--- config.mk ---
export PLATFORM = sky130hd
export DESIGN_NAME = rom_arbiter
export DESIGN_NICKNAME = d
export VERILOG_FILES = /design/src/rtl/rom_arbiter.sv
export SDC_FILE = /design/constraint.sdc
export NUM_CORES = 1
export LEC_CHECK = 0
export CAP_MARGIN = 20
export CORE_AREA = 8 8 96 98
export CTS_CLUSTER_SIZE = 24
export DETAILED_ROUTE_END_ITERATION = 10
export DIE_AREA = 0 0 104 106
export HOLD_SLACK_MARGIN = 0.15
export PLACE_DENSITY = 0.85
export SYNTH_ARGS = -nofsm -noshare
export SYNTH_HDL_FRONTEND = slang
export SYNTH_SLANG_ARGS = --single-unit
export TNS_END_PERCENT = 1
--- constraint.sdc ---
create_clock -name clk -period 5.3 [get_ports clk]
set_input_delay 1.06 -clock clk [delete_from_list [all_inputs] [get_ports clk]]
set_output_delay 1.06 -clock clk [all_outputs]
set_load 0.01 [all_outputs]
--- src/rtl/rom_arbiter.sv ---
// rom_arbiter: arbitrates one async ROM between CPU fetches and a sequential dump reader
module rom_arbiter #(
    parameter int MAX_FETCH_RUN = 8
) (
    input  logic        clk,
    input  logic        reset,
    input  logic        fetch_req,
    input  logic [14:0] fetch_addr,
    output logic        fetch_grant,
    output logic        fetch_valid,
    output logic [15:0] fetch_data,
    input  logic        dump_start,
    input  logic [14:0] dump_base,
    input  logic [15:0] dump_len,
    output logic        dump_valid,
    input  logic        dump_ready,
    output logic [15:0] dump_data,
    output logic        dump_busy,
    output logic        dump_done,
    output logic [14:0] rom_address,
    input  logic [15:0] rom_data
);
    typedef enum logic [1:0] {D_IDLE, D_READ, D_HOLD} dstate_t;

    localparam logic [7:0] MAX_RUN = 8'(MAX_FETCH_RUN);

    dstate_t     state, state_nx;
    logic [14:0] ptr;
    logic [15:0] remaining;
    logic [7:0]  starve;
    logic        dump_grant;
    logic        accept;

    // fetch has priority unless a waiting dump has been starved long enough
    always_comb begin
        dump_grant  = (state == D_READ) && (!fetch_req || starve == MAX_RUN);
        fetch_grant = fetch_req && !dump_grant;
        rom_address = fetch_grant ? fetch_addr : dump_grant ? ptr : 15'd0;
        accept      = (state == D_HOLD) && dump_ready;
        dump_busy   = state != D_IDLE;
    end

    // dump FSM next-state
    always_comb begin
        state_nx = state;
        case (state)
            D_IDLE:  if (dump_start && dump_len != 16'd0) state_nx = D_READ;
            D_READ:  if (dump_grant) state_nx = D_HOLD;
            D_HOLD:  if (dump_ready) state_nx = (remaining != 16'd0) ? D_READ : D_IDLE;
            default: state_nx = D_IDLE;
        endcase
    end

    // dump FSM state register
    always_ff @(posedge clk or posedge reset) begin
        if (reset) state <= D_IDLE;
        else       state <= state_nx;
    end

    // read-data capture, dump bookkeeping and starvation counting
    always_ff @(posedge clk or posedge reset) begin
        if (reset) begin
            ptr         <= '0;
            remaining   <= '0;
            starve      <= '0;
            fetch_valid <= 1'b0;
            fetch_data  <= '0;
            dump_valid  <= 1'b0;
            dump_data   <= '0;
            dump_done   <= 1'b0;
        end else begin
            fetch_valid <= fetch_grant;
            if (fetch_grant) fetch_data <= rom_data;
            dump_done <= (state == D_IDLE && dump_start && dump_len == 16'd0) ||
                         (accept && remaining == 16'd0);
            if (state == D_IDLE && dump_start) begin
                ptr       <= dump_base;
                remaining <= dump_len;
            end
            if (dump_grant) begin
                dump_data  <= rom_data;
                dump_valid <= 1'b1;
                ptr        <= ptr + 15'd1;
                remaining  <= remaining - 16'd1;
            end else if (accept) begin
                dump_valid <= 1'b0;
            end
            starve <= (state != D_READ || dump_grant) ? 8'd0 :
                      (fetch_grant && starve != MAX_RUN) ? starve + 8'd1 : starve;
        end
    end
endmodule

### After elaboration in Yosys (flattened, before gate mapping)

Cells that the tools add are included.

* register bits: 76
* bits in latches: 0
* memory bits (writable): 0
* ROM bits: 0
* bits of input ports: 67
* output and inout bits: 52
* word-level logic and storage cells: 58
* memories: 0

* add/sub/neg operators: 3
* $mul: 0
* div/mod/pow operators: 0
* order comparisons: 0
* equality and inequality tests: 8
* shifts and indexed selects: 0
* multiplexer cells: 15
* bitwise gates (word level): 0
* reductions and logical operators: 23

Operators by type and width (count)
* 15-bit 2-to-1 mux: 4
* 16-bit zero test: 2
* 16-bit 2-to-1 mux: 2
* 16-bit nonzero test: 2
* 8-bit 2-to-1 mux: 2
* 16-bit by 1-bit subtractor with 16-bit output (second input constant): 1
* 15-bit by 1-bit adder with 15-bit output (second input constant): 1
* 8-bit by 1-bit adder with 8-bit output (second input constant): 1
* 8-bit by 4-bit equality test with 1-bit output (second input constant): 1
* 1-bit logical AND: 8
* 8-bit by 4-bit inequality test with 1-bit output (second input constant): 1
* 2-bit nonzero test: 4
* 2-bit 2-to-1 mux: 3
* 2-bit inequality test (second input constant): 3
* 2-bit one-hot mux with 3 select lines: 1
* 1-bit logical OR: 3
* 1-bit 2-to-1 mux: 3
* 3-bit AND reduction: 1
* 2-bit by 1-bit equality test with 1-bit output (second input constant): 1
* 2-bit equality test (second input constant): 1
* 1-bit zero test: 2
* 2-bit zero test: 1
* 2-bit by 1-bit inequality test with 1-bit output (second input constant): 1

### Logic depth before layout (Yosys ltp)

* depth after elaboration: 8
* gate-level depth with buffers: 9
* mapped depth without buffers: 8

### Worst setup path before layout

No wires, ideal clock.

* path type: input to output
* start point: input port fetch_req
* end point: output port rom_address[13]
* arrival time: 2.144 ns
* required time: 4.240 ns
* setup slack: 2.096 ns
* cell stages on the path: 5
* buffers on the path: 2
* path through: a21bo_2 -> nand2_2 -> clkbuf_1 -> clkbuf_1 -> o21ai_0

* word-level cells in the longest chain between the ends: 6
* elaborated cells on any way between the ends: 7
* classes of those cells: mux: 2; reduce/logical: 5

RTL lines
* from (decl): RTL line 7 `input logic fetch_req,`
* 1-bit zero test: RTL line 36 `dump_grant = (state == D_READ) && (!fetch_req || starve == MAX_RUN);`
* 1-bit logical OR: RTL line 36
* 1-bit logical AND: RTL line 36
* 1-bit zero test: RTL line 37 `fetch_grant = fetch_req && !dump_grant;`
* 1-bit logical AND: RTL line 37
* 15-bit 2-to-1 mux *: RTL line 38 `rom_address = fetch_grant ? fetch_addr : dump_grant ? ptr : 15'd0;`
* to (decl): RTL line 20 `output logic [14:0] rom_address,`

Mark *: on every way between the ends. The rest lies on a longest branch, timed or not.

### Worst setup path after layout

* start point: register starve[0]
* end point: output port rom_address[1]

* word-level cells in the longest chain between the ends: 6
* elaborated cells on any way between the ends: 7
* classes of those cells: eq/ne: 1; mux: 2; reduce/logical: 4

RTL lines
* from (decl): RTL line 30 `logic [7:0] starve;`
* from (signal assigned): RTL line 88 `starve <= (state != D_READ || dump_grant) ? 8'd0 :`
* 8-bit by 4-bit equality test with 1-bit output *: RTL line 36
* 1-bit logical OR *: RTL line 36
* 1-bit logical AND *: RTL line 36
* 1-bit zero test: RTL line 37
* 1-bit logical AND: RTL line 37
* 15-bit 2-to-1 mux *: RTL line 38

Marks and branches as above.

==> results by group <==
Floorplan
  – Site Rows: 33
  – Core box area: 7845 sq um
  – Initial Utilization: 49.07%
  – Die area: about 11,000 sq um
  – Die Height: between 100 and 150 um
  – I/O Pins: about 120
  – Die width: roughly 100 um

STA
  – Final Critical Period: between 4 and 5 ns
  – Skew final: 0.007990 ns
  – Final setup margin: about 0.75 ns
  – Hold Worst Slack: between 0.4 and 0.5 ns
  – Final Cycle Share: a little under nine tenths
  – Final Hold Vio Count: 0
  – Least-Margin Pin Slew: 0.9765 ns
  – TNS Setup: 0 ns
  – Worst slew margin: 34.90%
  – Fmax achieved: 219.9 MHz
  – Final Setup Violations: 0
  – Pins over their slew limit: 0
  – RSZ-0062 raised after global routing: false

Setup path
  – Crit path required time: around 4.2 ns
  – Critical Path Fanout Max: 26
  – Worst setup path class: reg2out
  – R2R setup slack: 2.45 ns
  – Worst r2r dst: fetch_data[14]$_DFFE_PP0P_
  – Setup crit end: rom_address[1]
  – R2R depth: 9
  – Reg-to-reg startpoint: starve[0]$_DFFE_PP0P_
  – Crit path DAT: about 3.5 ns
  – CP endpoint kind: primary output
  – Startpoint types: register
  – Setup crit start: starve[0]$_DFFE_PP0P_

Job
  – Max_cap viols: 0

Yosys
  – Synth cell types: 60
  – Sequential share of the synthesized area: between 40 and 50%
  – Synth Cell Area: a little under 4000 sq um
  – Async set-reset flop share out of synthesis: between 90% and 100%
  – Post-Syn Area per Cell: approximately 9 sq um
  – Largest cells by area after synthesis: dfrtp_1 (49%), nand2_1 (13%), nor2_1 (2.6%)
  – Cell taking the most area after synthesis: dfrtp_1
  – Ys flop type: dfrtp_1
  – Most common cell in the netlist: nand2_1
  – Ys Warns: 0
  – Synth top cells by count: nand2_1 (138), dfrtp_1 (76), nor2_1 (27)
  – Post-synth top area share: between 40% and 50%
  – #FFs+latches synth: between 70 and 80
  – Post-synth EDFFs: 0
  – Synthesized net count: 510
  – Synth Instances: about 440

Drt
  – Vias post-DR: between 3,000 and 4,000
  – Mean routed wirelength per cell: about 18 um
  – Total wire length: 11,690 um
  – Number of vias per cell: 5.769
  – Final ANT Viol Nets: 0
  – DRC Markers: 0
  – Starting DRC count in detailed routing: 262
  – DRT Pass-1 Iters: 5

Power and ir drop
  – PD cells: 446.7 nW/um^2
  – VDD IR-drop max: between 200 and 250 uV
  – Leak: around 2.3 nW

CTS
  – Latest clock arrival within the worst-skew pair: between 0.3 and 0.4 ns
  – Sinks on Clock Net: 76
  – # hold bufs at CTS: 0
  – CTS root buf: clkbuf_8
  – Clock buffer depth: 2
  – CTS tree: yes
  – Clk pin slew, worst setup/hold paths: 0.08 ns
  – Post-CTS Setup Bufs: 0
  – CTS H-tree depth: 3
  – CTS buffer count: 9
  – Post-CTS sizing: 0

Layout
  – Area delta synth->final: 37.18%
  – Util after Layout: between 60% and 70%
  – Nets: 623
  – Layout cells sized above 1: just under 7%
  – Fin cells: 662
  – Antenna diode instance count: 0

Placed design
  – Place WS: 0.8471 ns
  – RePlAce Congestion: 0.9102
  – Placed Instances: roughly 650
  – Post-detail-place hpwl: 8707 um
  – Number of port buffers: ~120

GRT
  – Initial antenna violation count: 0
  – Gr usage total: between 20% and 30%
  – Pin count of the biggest net entering global routing: 42
  – First-pass GRT wire length: 18,890 um
  – Vias in the first global route: about 3,800
  – Remaining Overflow, GRT: 0

Min path
  – WHS Path Cells: 2
  – Hold WC Path Type: reg2reg

Status
  – Status: finished clean
## registers in the layout, summed over array words and instances (netlist names)
signal / cells
fetch_valid: 1
ptr: 15
remaining: 16
dump_done: 1
dump_data: 16
state: 2
starve: 8
fetch_data: 16
dump_valid: 1
## worst min path at each step
stage,from,end,slack [ns]
floorplan,ptr[13]$_DFFE_PP0P_,ptr[13]$_DFFE_PP0P_,0.47
global placement,fetch_data[1]$_DFFE_PP0P_,fetch_data[1]$_DFFE_PP0P_,0.46
detailed placement,dump_data[1]$_DFFE_PP0P_,dump_data[1]$_DFFE_PP0P_,0.46
CTS,dump_data[1]$_DFFE_PP0P_,dump_data[1]$_DFFE_PP0P_,0.48
global route,fetch_data[11]$_DFFE_PP0P_,fetch_data[11]$_DFFE_PP0P_,0.51
finish,dump_data[1]$_DFFE_PP0P_,dump_data[1]$_DFFE_PP0P_,0.48
## per-layer routing
metal	vias to the layer above	part of all wire (%)	global-route usage [%]
met2	158	50	34.42
met5	-	0	0
met4	0	3.3	11.69
met1	1875	41	24.74
met3	26	6.0	5.203
li1	1760	-	-
## power breakdown
| part | switching [mW] | leakage [nW] | internal (mW) |
|---|---|---|---|
| Clock | 0.219 | 0.0803 | 0.181 |
| Sequential | 0.207 | 0.935 | 0.775 |
| Combinational | 0.521 | 1.31 | 0.456 |
| Total | 0.947 | 2.33 | 1.41 |
## worst max-delay path, cell delays in order, from the launching register on
cell and delay (ns):
dfrtp_1 0.43, inv_1 0.08, ha_1 0.13, nor4b_2 0.33
nand2_1 0.12, o21ai_2 0.61, inv_1 0.60, a22o_1 0.35
clkdlybuf4s50_1 0.50
## area by class of cell
type,count,area [sq um]
well taps,105,131.4
fillers,625,2564
multi-input cells,326,1792
flip-flops and latches,76,1902
clock inverters,6,40.04
inverters,16,60.06
clock buffers,10,137.6
repair buffers,123,1219
## per-stage QoR
step                      instance area [sq um]  power [mW]
after CTS                                  5281       2.358
after floorplan                            3850       1.521
after global routing                       5281       2.516
final                                      5281       2.359
after detailed placement                   5104       1.962
after global placement                     5104       1.915
## placed cells by master, fill, tap and decap left out, drive strengths merged, types with 3 or more instances in the layout
| cell type | netlist | layout |
|---|---|---|
| nand2 | 139 | 139 |
| clkdlybuf4s50 | 0 | 118 |
| dfrtp | 76 | 76 |
| nor2 | 28 | 28 |
| o21ai | 17 | 17 |
| inv | 16 | 16 |
| nand3 | 14 | 14 |
| a21oi | 10 | 10 |
| clkbuf | 16 | 10 |
| nor3 | 10 | 10 |
| a22o | 9 | 9 |
| nor4 | 8 | 8 |
| o211ai | 8 | 8 |
| and3 | 7 | 7 |
| o311ai | 7 | 7 |
| nand4 | 7 | 7 |
| xor2 | 5 | 5 |
| buf | 5 | 5 |
| ha | 4 | 4 |
| clkinvlp | 0 | 4 |
| nor3b | 3 | 3 |
| o22ai | 3 | 3 |
| a21o | 3 | 3 |
| a211oi | 3 | 3 |
| or3 | 3 | 3 |
| or4 | 3 | 3 |
## kinds of logic after synthesis
group | Yosys count | share of synthesized area, %
AND/OR/NAND/NOR | 232 | 27.46
flip-flops | 76 | 49.40
adder cells (fa/ha/maj) | 4 | 1.300
XOR/XNOR | 6 | 1.365
AO/OA/AOI/OAI | 84 | 16.28
buffers and inverters | 37 | 4.192
Note: power is estimated with default switching activity, not from simulation.
==> RTL change: new RTL, same flow settings <==
Make the reset (`reset`) synchronous in 2 clocked blocks. Comments in the files are not updated.
--- a/src/rtl/rom_arbiter.sv
+++ b/src/rtl/rom_arbiter.sv
@@ -52,13 +52,13 @@
     end
 
     // dump FSM state register
-    always_ff @(posedge clk or posedge reset) begin
+    always_ff @(posedge clk) begin
         if (reset) state <= D_IDLE;
         else       state <= state_nx;
     end
 
     // read-data capture, dump bookkeeping and starvation counting
-    always_ff @(posedge clk or posedge reset) begin
+    always_ff @(posedge clk) begin
         if (reset) begin
             ptr         <= '0;
             remaining   <= '0;
Behaviour: differs if reset is asserted again (counterexample within 4 cycles, from zero or initial values and one cycle with reset high); with reset held inactive, the same outputs for 10 cycles.
==> RTL change against the original RTL <==
- design area decreased by 2.4%
- synthesized area decreased by 4.4%
- setup slack improved by 0.17 ns
- via count increased by 0.26%
- sequential cell count unchanged
- routed wire length decreased by 1.8%
- cell count increased by 2.4%
- critical path type is now input pin to output port
Power is not compared: it rests on default switching activity, and its combinational part moved more than twofold at a synthesized area within 25%.
==> RTL change: results (changes against the original RTL) <==
| Metric | Value |
|---|---|
| Result of the run | finished, final reports clean |
| R2R Setup Slk | 2.64 ns (+0.19 ns) |
| Number of inserted filler cells in the final layout | 653 (+4.5%) |
| Post-synthesis sequential area ratio | 0.413 (-0.0807) |
| Main area contributors after synthesis | sky130_fd_sc_hd__dfxtp_1 (41%), sky130_fd_sc_hd__nand2_1 (9.2%), sky130_fd_sc_hd__a21oi_1 (4.4%), sky130_fd_sc_hd__mux2i_1 (4.4%), sky130_fd_sc_hd__nor2_1 (4.2%) |
| Proportion of register bits with asynchronous set or reset after synthesis | 0 (-1.00) |
| Skew final | 0.0119 ns (+0.00389 ns) |
| Aggregate global-route resource usage | 0.204 (-0.00477) |
| Routed wire per std cell | 16.9 um (-4.1%) |
| TritonRoute pass-1 iters | 4 (-1) |
| Arr. time, crit path | 3.31 ns (-0.18 ns) |
| HPWL reported at the end of detailed placement | 8.35 mm (-4.1%) |
| Synth cell count leaders | sky130_fd_sc_hd__nand2_1 (90), sky130_fd_sc_hd__dfxtp_1 (76), sky130_fd_sc_hd__nor2_1 (41) |
| Number of global-route vias before repair | 3,880 (+2.1%) |
| Synthesized Nets | 535 (+4.9%) |
| Number of DRC markers after the initial detailed-route iteration | 232 (-11%) |
| Cell internal pwr | 1.08 mW |
| Critical path peak fanout | 15 (-42%) |
| Worst r2r path cells | 9 (unchanged) |
| Count of distinct cell types in the synthesized netlist | 59 (-1.7%) |
| GPL Wtd Cong | 0.830 (-8.8%) |
| Least-Margin Pin Slew | 1.05 ns (+0.0715 ns) |
| Global-route wire length before repair | 18.7 mm (-1.0%) |
| Fraction of final layout cells sized beyond drive strength 1 | 0.0611 (-0.00714) |
| Peak Freq | 229 MHz (+4.0%) |
| Final-stage net count | 639 (+2.6%) |
| Via density | 5.65 (-2.1%) |
| Worst vdd rail ir drop | 193 uV |
==> RTL change: metal layers <==
metal  wire length [um]  track usage  share of wire  vias to the layer above
met5                  0            0              0                        -
met4                159       0.0610          0.014                        0
met2               5500        0.352           0.48                      159
met1               4740        0.230           0.41                     1809
li1                   -            -              -                     1843
met3               1070       0.0792          0.093                       18
==> RTL change: area by class of cell <==
type	instances	area [um2]	area share
sequential	76	1520	0.295
clock buffer	10	128	0.0248
timing repair buffer	126	1240	0.240
tap	105	131	0.0255
clock inverter	6	111	0.0216
inverter	10	37.5	0.00728
multi-input combinational	345	1990	0.386
==> RTL change: stage by stage <==
step                std cells  power, mW   util  hold WS [ns]  instance area [um2]
global placement          662      0.957  0.627         0.442                 4920
floorplan                 464      0.820      -         0.430                 3680
global route              678       1.55  0.657         0.477                 5160
finish                    678       1.49  0.657         0.458                 5160
detailed placement        662      0.964  0.627         0.451                 4920
CTS                       678       1.49  0.657         0.459                 5160
==> RTL change: critical path: stages <==
cell and delay [ns]:
sky130_fd_sc_hd__clkdlybuf4s50_1 0.56, sky130_fd_sc_hd__o21ai_1 0.09, sky130_fd_sc_hd__buf_4 0.18, sky130_fd_sc_hd__nand2_1 0.39
sky130_fd_sc_hd__buf_4 0.31, sky130_fd_sc_hd__nand3_1 0.10, sky130_fd_sc_hd__nand2_1 0.07, sky130_fd_sc_hd__clkdlybuf4s50_1 0.54
==> RTL change: kinds of logic after synthesis <==
| group | Yosys count | share of synthesized area |
|---|---|---|
| AND/OR/NAND/NOR | 215 | 0.277 |
| XOR/XNOR | 6 | 0.0143 |
| flip-flops | 76 | 0.413 |
| adder cells (fa/ha/maj) | 4 | 0.0136 |
| AO/OA/AOI/OAI | 104 | 0.189 |
| multiplexers | 16 | 0.0435 |
| buffers and inverters | 43 | 0.0496 |
==> RTL change: path summary, 6_finish.rpt <==
check | start | to
max reg2reg | starve[0]$_SDFFE_PP0P_ | remaining[14]$_SDFFE_PP0P_
max | fetch_req | rom_address[2]
min reg2reg | dump_data[3]$_SDFFE_PP0P_ | dump_data[3]$_SDFFE_PP0P_
min | dump_data[3]$_SDFFE_PP0P_ | dump_data[3]$_SDFFE_PP0P_
==> RTL change: power by group through the flow <==
stage	combinational, mW	sequential [mW]	clock, mW
after floorplan	0.168	0.652	0
after global placement	0.303	0.653	0
after detailed placement	0.309	0.655	0
after CTS	0.312	0.643	0.539
after global routing	0.340	0.649	0.564
final	0.311	0.644	0.532
